===== src/rtl/truth_table_sequencer_pkg.sv =====
// Shared types and limits for the truth-table sequencer and its hold timer.
// Latency: n/a (declarations only).
// Backpressure: n/a.
package truth_table_sequencer_pkg;

   // FSM state encodings
   typedef enum logic [1:0] {
      ST_IDLE  = 2'd0,
      ST_DRIVE = 2'd1,
      ST_DONE  = 2'd2
   } tt_state_e;

   // Legal range of the per-vector hold length, bounded by the 16-bit timer
   localparam int TT_HOLD_MIN = 1;
   localparam int TT_HOLD_MAX = 65535;
   localparam int TT_TIMER_W  = 16;

   // Truth-table width for an n-input function
   function automatic int tt_table_w(input int n);
      return 1 << n;
   endfunction

endpackage


===== src/rtl/truth_table_sequencer_hold_timer.sv =====
// Down-counter that paces how long each input vector is held.
// Latency: zero flag is registered-state combinational; a load takes effect on the next edge.
// Backpressure: none; load has priority over counting, counter parks at zero.
module hold_timer #(
   parameter int W = 16
) (
   input  logic         clk,
   input  logic         rst,
   input  logic         load,
   input  logic [W-1:0] load_val,
   output logic         zero
);

   logic [W-1:0] r_cnt;

   // Load or count down, stopping at zero
   always_ff @(posedge clk or posedge rst) begin
      if (rst) begin
         r_cnt <= '0;
      end else if (load) begin
         r_cnt <= load_val;
      end else if (r_cnt != '0) begin
         r_cnt <= r_cnt - 1'b1;
      end
   end

   assign zero = (r_cnt == '0);

endmodule


===== src/rtl/truth_table_sequencer.sv =====
// Walks all 2**N_IN input vectors, holds each HOLD_CYCLES, samples f and scores it against exp_table.
// Latency: busy for 2**N_IN*HOLD_CYCLES+1 cycles after start; done pulses in the last of them.
// Backpressure: start is only honoured in IDLE and never queued. Optional macro TT_FIRST_FAIL_EN adds first_fail/first_fail_vld.
module truth_table_sequencer
   import truth_table_sequencer_pkg::*;
#(
   parameter int N_IN        = 3,
   parameter int HOLD_CYCLES = 20
) (
   input  logic                  clk,
   input  logic                  rst,
   input  logic                  start,
   input  logic [(1<<N_IN)-1:0]  exp_table,
   output logic [N_IN-1:0]       x,
   input  logic                  f,
   output logic                  busy,
   output logic                  done,
   output logic                  pass,
   output logic [(1<<N_IN)-1:0]  captured,
   output logic [N_IN:0]         err_count
`ifdef TT_FIRST_FAIL_EN
   ,
   output logic [N_IN-1:0]       first_fail,
   output logic                  first_fail_vld
`endif
);

   localparam int TW = tt_table_w(N_IN);

   // Out-of-range hold lengths are pinned to the nearest legal value
   localparam int HOLD_EFF = (HOLD_CYCLES < TT_HOLD_MIN) ? TT_HOLD_MIN :
                             (HOLD_CYCLES > TT_HOLD_MAX) ? TT_HOLD_MAX : HOLD_CYCLES;
   localparam logic [TT_TIMER_W-1:0] LOAD_VAL = TT_TIMER_W'(HOLD_EFF - 1);

   tt_state_e          r_state;
   tt_state_e          w_state_nxt;

   logic [N_IN-1:0]    r_x;
   logic [TW-1:0]      r_exp;
   logic [TW-1:0]      r_captured;
   logic [N_IN:0]      r_err;
   logic               r_pass;

   logic               w_accept;
   logic               w_sample;
   logic               w_tmr_load;
   logic               w_tmr_zero;
   logic               w_last;
   logic               w_mismatch;
   logic [N_IN:0]      w_err_nxt;

   assign w_last     = (r_x == {N_IN{1'b1}});
   assign w_mismatch = (f != r_exp[r_x]);
   assign w_err_nxt  = r_err + {{N_IN{1'b0}}, w_mismatch};

   hold_timer #(
      .W        (TT_TIMER_W)
   ) u_hold_timer (
      .clk      (clk),
      .rst      (rst),
      .load     (w_tmr_load),
      .load_val (LOAD_VAL),
      .zero     (w_tmr_zero)
   );

   // State register
   always_ff @(posedge clk or posedge rst) begin
      if (rst) begin
         r_state <= ST_IDLE;
      end else begin
         r_state <= w_state_nxt;
      end
   end

   // Next-state, strobes and status outputs
   always_comb begin
      w_state_nxt = r_state;
      w_accept    = 1'b0;
      w_sample    = 1'b0;
      w_tmr_load  = 1'b0;
      busy        = 1'b0;
      done        = 1'b0;
      case (r_state)
         ST_IDLE: begin
            if (start) begin
               w_accept    = 1'b1;
               w_tmr_load  = 1'b1;
               w_state_nxt = ST_DRIVE;
            end
         end
         ST_DRIVE: begin
            busy = 1'b1;
            if (w_tmr_zero) begin
               w_sample = 1'b1;
               if (w_last) begin
                  w_state_nxt = ST_DONE;
               end else begin
                  w_tmr_load = 1'b1;
               end
            end
         end
         ST_DONE: begin
            busy        = 1'b1;
            done        = 1'b1;
            w_state_nxt = ST_IDLE;
         end
         default: begin
            w_state_nxt = ST_IDLE;
         end
      endcase
   end

   // Vector walk, capture and scoring; pass is resolved on the final sample edge
   // so it already reflects the last vector while done is high
   always_ff @(posedge clk or posedge rst) begin
      if (rst) begin
         r_x        <= '0;
         r_exp      <= '0;
         r_captured <= '0;
         r_err      <= '0;
         r_pass     <= 1'b0;
      end else if (w_accept) begin
         r_x        <= '0;
         r_exp      <= exp_table;
         r_captured <= '0;
         r_err      <= '0;
         r_pass     <= 1'b0;
      end else if (w_sample) begin
         r_captured[r_x] <= f;
         r_err           <= w_err_nxt;
         if (w_last) begin
            r_x    <= '0;
            r_pass <= (w_err_nxt == '0);
         end else begin
            r_x <= r_x + 1'b1;
         end
      end
   end

`ifdef TT_FIRST_FAIL_EN
   logic [N_IN-1:0] r_first_fail;
   logic            r_first_fail_vld;

   // Remember the lowest mismatching vector of the current run
   always_ff @(posedge clk or posedge rst) begin
      if (rst) begin
         r_first_fail     <= '0;
         r_first_fail_vld <= 1'b0;
      end else if (w_accept) begin
         r_first_fail     <= '0;
         r_first_fail_vld <= 1'b0;
      end else if (w_sample && w_mismatch && !r_first_fail_vld) begin
         r_first_fail     <= r_x;
         r_first_fail_vld <= 1'b1;
      end
   end

   assign first_fail     = r_first_fail;
   assign first_fail_vld = r_first_fail_vld;
`endif

   assign x         = r_x;
   assign captured  = r_captured;
   assign err_count = r_err;
   assign pass      = r_pass;

endmodule

===== config.mk =====
export PLATFORM = sky130hd
export DESIGN_NAME = truth_table_sequencer
export DESIGN_NICKNAME = d
export VERILOG_FILES = /design/src/rtl/truth_table_sequencer_pkg.sv /design/src/rtl/truth_table_sequencer_hold_timer.sv /design/src/rtl/truth_table_sequencer.sv
export SDC_FILE = /design/constraint.sdc
export NUM_CORES = 1
export LEC_CHECK = 0
export CORE_MARGIN = 1
export CORE_UTILIZATION = 49
export CTS_CLUSTER_DIAMETER = 30
export DETAILED_ROUTE_END_ITERATION = 7
export GPL_TIMING_DRIVEN = 0
export PLACE_DENSITY = 0.71
export SLEW_MARGIN = 20
export SYNTH_ARGS = -nofsm -noshare
export SYNTH_HDL_FRONTEND = slang
export SYNTH_HIERARCHICAL = 1
export SYNTH_SLANG_ARGS = --single-unit

===== constraint.sdc =====
create_clock -name clk -period 6.85 [get_ports clk]
set_input_delay 1.37 -clock clk [delete_from_list [all_inputs] [get_ports clk]]
set_output_delay 1.37 -clock clk [all_outputs]
set_load 0.005 [all_outputs]

==> reports/summary.log <==
[drt] via count normalized by instance count 5.24
[worst_setup_path] critical path startpoint u_hold_timer/r_cnt[0]$_DFFE_PP0P_
[grt] via count of the first global-routing pass 1736
[yosys] average cell area after synthesis 10.1 um2
[cts] Max Buffers Root-to-Sink 2
[sta] max_slew headroom 36.7%
[cts] number of buffers created by CTS 5
[sta] setup_tns 0 ns
[yosys] Compound-Gate Fraction of Synth Area 10.3%
[yosys] Warnings, synthesis 6
[yosys] Yosys reg bits 42
[yosys] area share of and/or/nand/nor cells after synthesis 22.2%
[worst_setup_path] peak fanout along the critical path 10
[worst_setup_path] flop-to-flop setup slack 3.72 ns
[cts] number of H-tree levels 2
[grt] GR Layer Usage met1 30.5%
[placement] final RePlAce weighted congestion 0.760
[yosys] post-synthesis xor/xnor area fraction 5.53%
[drt] total iterations of the first detailed-routing run 6
[cts] CTS Hold Bufs 0
[cts] Post-CTS Setup Repair Bufs 0
[cts] TritonCTS sink count 42
[hold_path] worst min path class reg2reg
[drt] wire length reported by the detailed router 4660 um
[sta] minimum clock period after layout 3.13 ns
[hold_path] startpoint of the most critical hold path r_exp[0]$_DFFE_PP0P_
[die] die outline area 5130 um2
[cells_and_area] layout-stage area growth over the synthesis result 21.4%
[drt] post-route DRC violation count 0
[die] effective utilization at floorplan 52.8%
[die] vertical die dimension 71.7 um
[die] Placement Rows 24
[yosys] main combinational cell family by area after synthesis simple AND/OR/NAND/NOR gates
[yosys] post-synthesis instance area 2380 um2
[drt] mean routed wirelength per cell 13.8 um
[drt] Detail Route Antenna Nets 0
[worst_setup_path] Data arrival, critical path 3.29 ns
[sta] Final Hold Violating Endpoints 0
[cts] clock edge transition at the registers on the reported setup and hold paths 0.08 ns
[worst_setup_path] startpoint-to-endpoint class of the critical path reg2reg
[yosys] most frequently used flop master after synthesis sky130_fd_sc_hd__dfrtp_1
[cells_and_area] Final nets 306
[sta] endpoints failing setup 0
[power_and_ir_drop] leakage power figure 1.22 nW
[yosys] area share of fa/ha/maj cells after synthesis 4.74%
[cts] CTS tree yes
[sta] post-route worst setup slack 3.72 ns
[drt] total via count after detailed routing 1771
[worst_setup_path] required time of the critical path 7.01 ns
[placement] post-DP HPWL 3340 um
[yosys] ys async rst share 100%
[die] floorplan die width 71.7 um
[cells_and_area] share of cells above drive strength 1 14.0%
[worst_setup_path] critical path launch point type flop
[cts] clock latency on the worst-skew pair 0.29 ns
[sta] transition at the pin with the smallest max-transition slack 0.944 ns
[yosys] count of flip-flops with a built-in enable after synthesis 0
[cts] number of gates resized after CTS 0
[cts] master cell of the clock root buffer sky130_fd_sc_hd__clkbuf_8
[sta] Fin Clk Skew 0.00355 ns
[yosys] mux share of post-synthesis cell area 8.89%
[grt] met3 track demand over resource in global routing 4.36%
[grt] GRT Overall Usage 20.5%
[worst_setup_path] capturing element type of the critical path flop
[yosys] gate count of the mapped netlist 236
[grt] number of antenna violations at the first check in global routing 0
[sta] max-slew violations 0
[placement] worst slack after detailed placement 3.43 ns
[sta] maximum operating frequency 320 MHz
[sta] RSZ-0062 raised after global routing no
[power_and_ir_drop] maximum vdd ir drop 0.000174 V
[die] Top-Level Pins 30
[placement] IO buf count 28
[worst_setup_path] startpoint of the most critical register-to-register path u_hold_timer/r_cnt[0]$_DFFE_PP0P_
[run] number of max-capacitance violations reported 0
[status] status finished clean
[die] CORE AREA 4500 um2
[power_and_ir_drop] cell area power density 310 nW/um2
[drt] number of DRC markers after the initial detailed-route iteration 98
[yosys] Unique masters post-synth 49
[yosys] fraction of the yosys area taken by sequential cells 44.2%
[cells_and_area] antenna cells 0
[grt] final global-route overflow total 0
[grt] GRT met2 Usage 30.1%
[grt] pin count of the biggest net entering global routing 27
[sta] post-route clock period utilization 45.7%
[grt] global route hottest layer met1
[grt] global-route wire length before repair 8090 um
critical path: stages (launching register included):
cell and delay, ns:
sky130_fd_sc_hd__dfrtp_1 0.40, sky130_fd_sc_hd__inv_1 0.09, sky130_fd_sc_hd__ha_1 0.25, sky130_fd_sc_hd__nor3b_2 0.44, sky130_fd_sc_hd__nand4b_4 0.23, sky130_fd_sc_hd__nor2_4 0.27, sky130_fd_sc_hd__nand2_2 0.13, sky130_fd_sc_hd__buf_6 0.17
sky130_fd_sc_hd__o21bai_1 0.34, sky130_fd_sc_hd__inv_1 0.11, sky130_fd_sc_hd__clkbuf_1 0.27, sky130_fd_sc_hd__o311ai_1 0.17, sky130_fd_sc_hd__o211ai_1 0.12
cells in the final DEF, fill, tap and decap left out, drive strengths merged, types with 2 or more instances in the layout:
cell | netlist | layout
dfrtp | 42 | 42
nor4 | 2 | 2
xnor2 | 11 | 11
clkbuf | 3 | 11
mux2 | 9 | 9
nor2 | 18 | 18
inv | 7 | 6
o21ai | 10 | 10
ha | 9 | 9
clkdlybuf4s50 | 0 | 28
nand2 | 37 | 37
o31ai | 3 | 3
buf | 7 | 7
conb | 2 | 16
xor2 | 4 | 4
a21oi | 18 | 18
nor3 | 14 | 14
nand3b | 2 | 2
nand2b | 3 | 3
a211oi | 2 | 2
nand4 | 2 | 2
nand3 | 4 | 4
nor3b | 3 | 3
and2 | 2 | 2
mux2i | 11 | 11
layout make-up:
cell class              instances  area (um2)
plain buffers                  10        65.1
clock buffers                   8         110
fillers                       377        1620
inverters                       7        26.3
multi-input cells             191        1290
flip-flops and latches         42        1050
well taps                      52        65.1
repair buffers                 28         280
state kept, by name (all words and copies together), names as in the netlist:
| name | cells |
|---|---|
| x | 3 |
| r_state | 2 |
| err_count | 4 |
| pass | 1 |
| captured | 8 |
| u_hold_timer/r_cnt | 16 |
| r_exp | 8 |
path summary, 6_finish.rpt:
check / endpoint / depth (start not counted)
setup / recovery: u_hold_timer/r_cnt[14]$_DFFE_PP0P_ / 12
hold / removal: r_exp[0]$_DFFE_PP0P_ / 1
setup reg to reg: u_hold_timer/r_cnt[14]$_DFFE_PP0P_ / 12
hold reg to reg: r_exp[0]$_DFFE_PP0P_ / 1
max in group asynchronous: x[1]$_DFFE_PP0P_ / 2
min in group asynchronous: r_state[1]$_DFFE_PP0P_ / 2
where the power goes:
| group | internal [mW] | switching (mW) | leakage [nW] |
|---|---|---|---|
| registers | 0.323 | 0.0766 | 0.535 |
| logic | 0.151 | 0.160 | 0.628 |
| clock network | 0.102 | 0.0825 | 0.0575 |
| total | 0.575 | 0.319 | 1.22 |
through the flow:
stage	power [mW]	cells	hold slack (ns)	area (um2)	util [%]
detailed placement	0.714	330	0.475	2780	61.6
finish	0.894	338	0.490	2890	64.1
global placement	0.703	330	0.469	2780	61.6
global route	0.960	338	0.517	2890	64.1
CTS	0.903	338	0.494	2890	64.1
floorplan	0.639	250	0.457	2430	-
routing by layer:
layer  wire [um]  part of all wire [%]
met5           0                     0
met4          63                   1.4
met3         143                   3.1
met2        2050                    44
met1        2410                    52
cells in the mapped netlist (3+ instances only):
library cell,number,area share (%)
sky130_fd_sc_hd__dfrtp_1,42,44
sky130_fd_sc_hd__nand2_1,36,5.7
sky130_fd_sc_hd__a21oi_1,18,3.8
sky130_fd_sc_hd__nor2_1,16,2.5
sky130_fd_sc_hd__mux2i_1,11,4.6
sky130_fd_sc_hd__xnor2_1,11,4.1
sky130_fd_sc_hd__ha_1,9,4.7
sky130_fd_sc_hd__inv_1,7,1.1
sky130_fd_sc_hd__nor3_2,7,2.9
sky130_fd_sc_hd__mux2_2,6,2.8
sky130_fd_sc_hd__nor3_1,6,1.3
sky130_fd_sc_hd__o21ai_0,6,1.3
sky130_fd_sc_hd__buf_2,4,0.84
sky130_fd_sc_hd__o21ai_1,4,0.84
sky130_fd_sc_hd__xor2_1,4,1.5
sky130_fd_sc_hd__buf_6,3,1.4
sky130_fd_sc_hd__clkbuf_1,3,0.47
sky130_fd_sc_hd__mux2_1,3,1.4
sky130_fd_sc_hd__nand2b_1,3,0.79
sky130_fd_sc_hd__o31ai_1,3,0.95
cells by family (layout without fill, tap and decap cells):
group	after synthesis	after routing
AO/OA/AOI/OAI	41	41
XOR/XNOR	15	15
adder cells (fa/ha/maj)	9	9
buffers and inverters	17	53
flip-flops	42	42
multiplexers	20	20
other	2	16
AND/OR/NAND/NOR	90	90
Power figures use the tool's default switching activity.
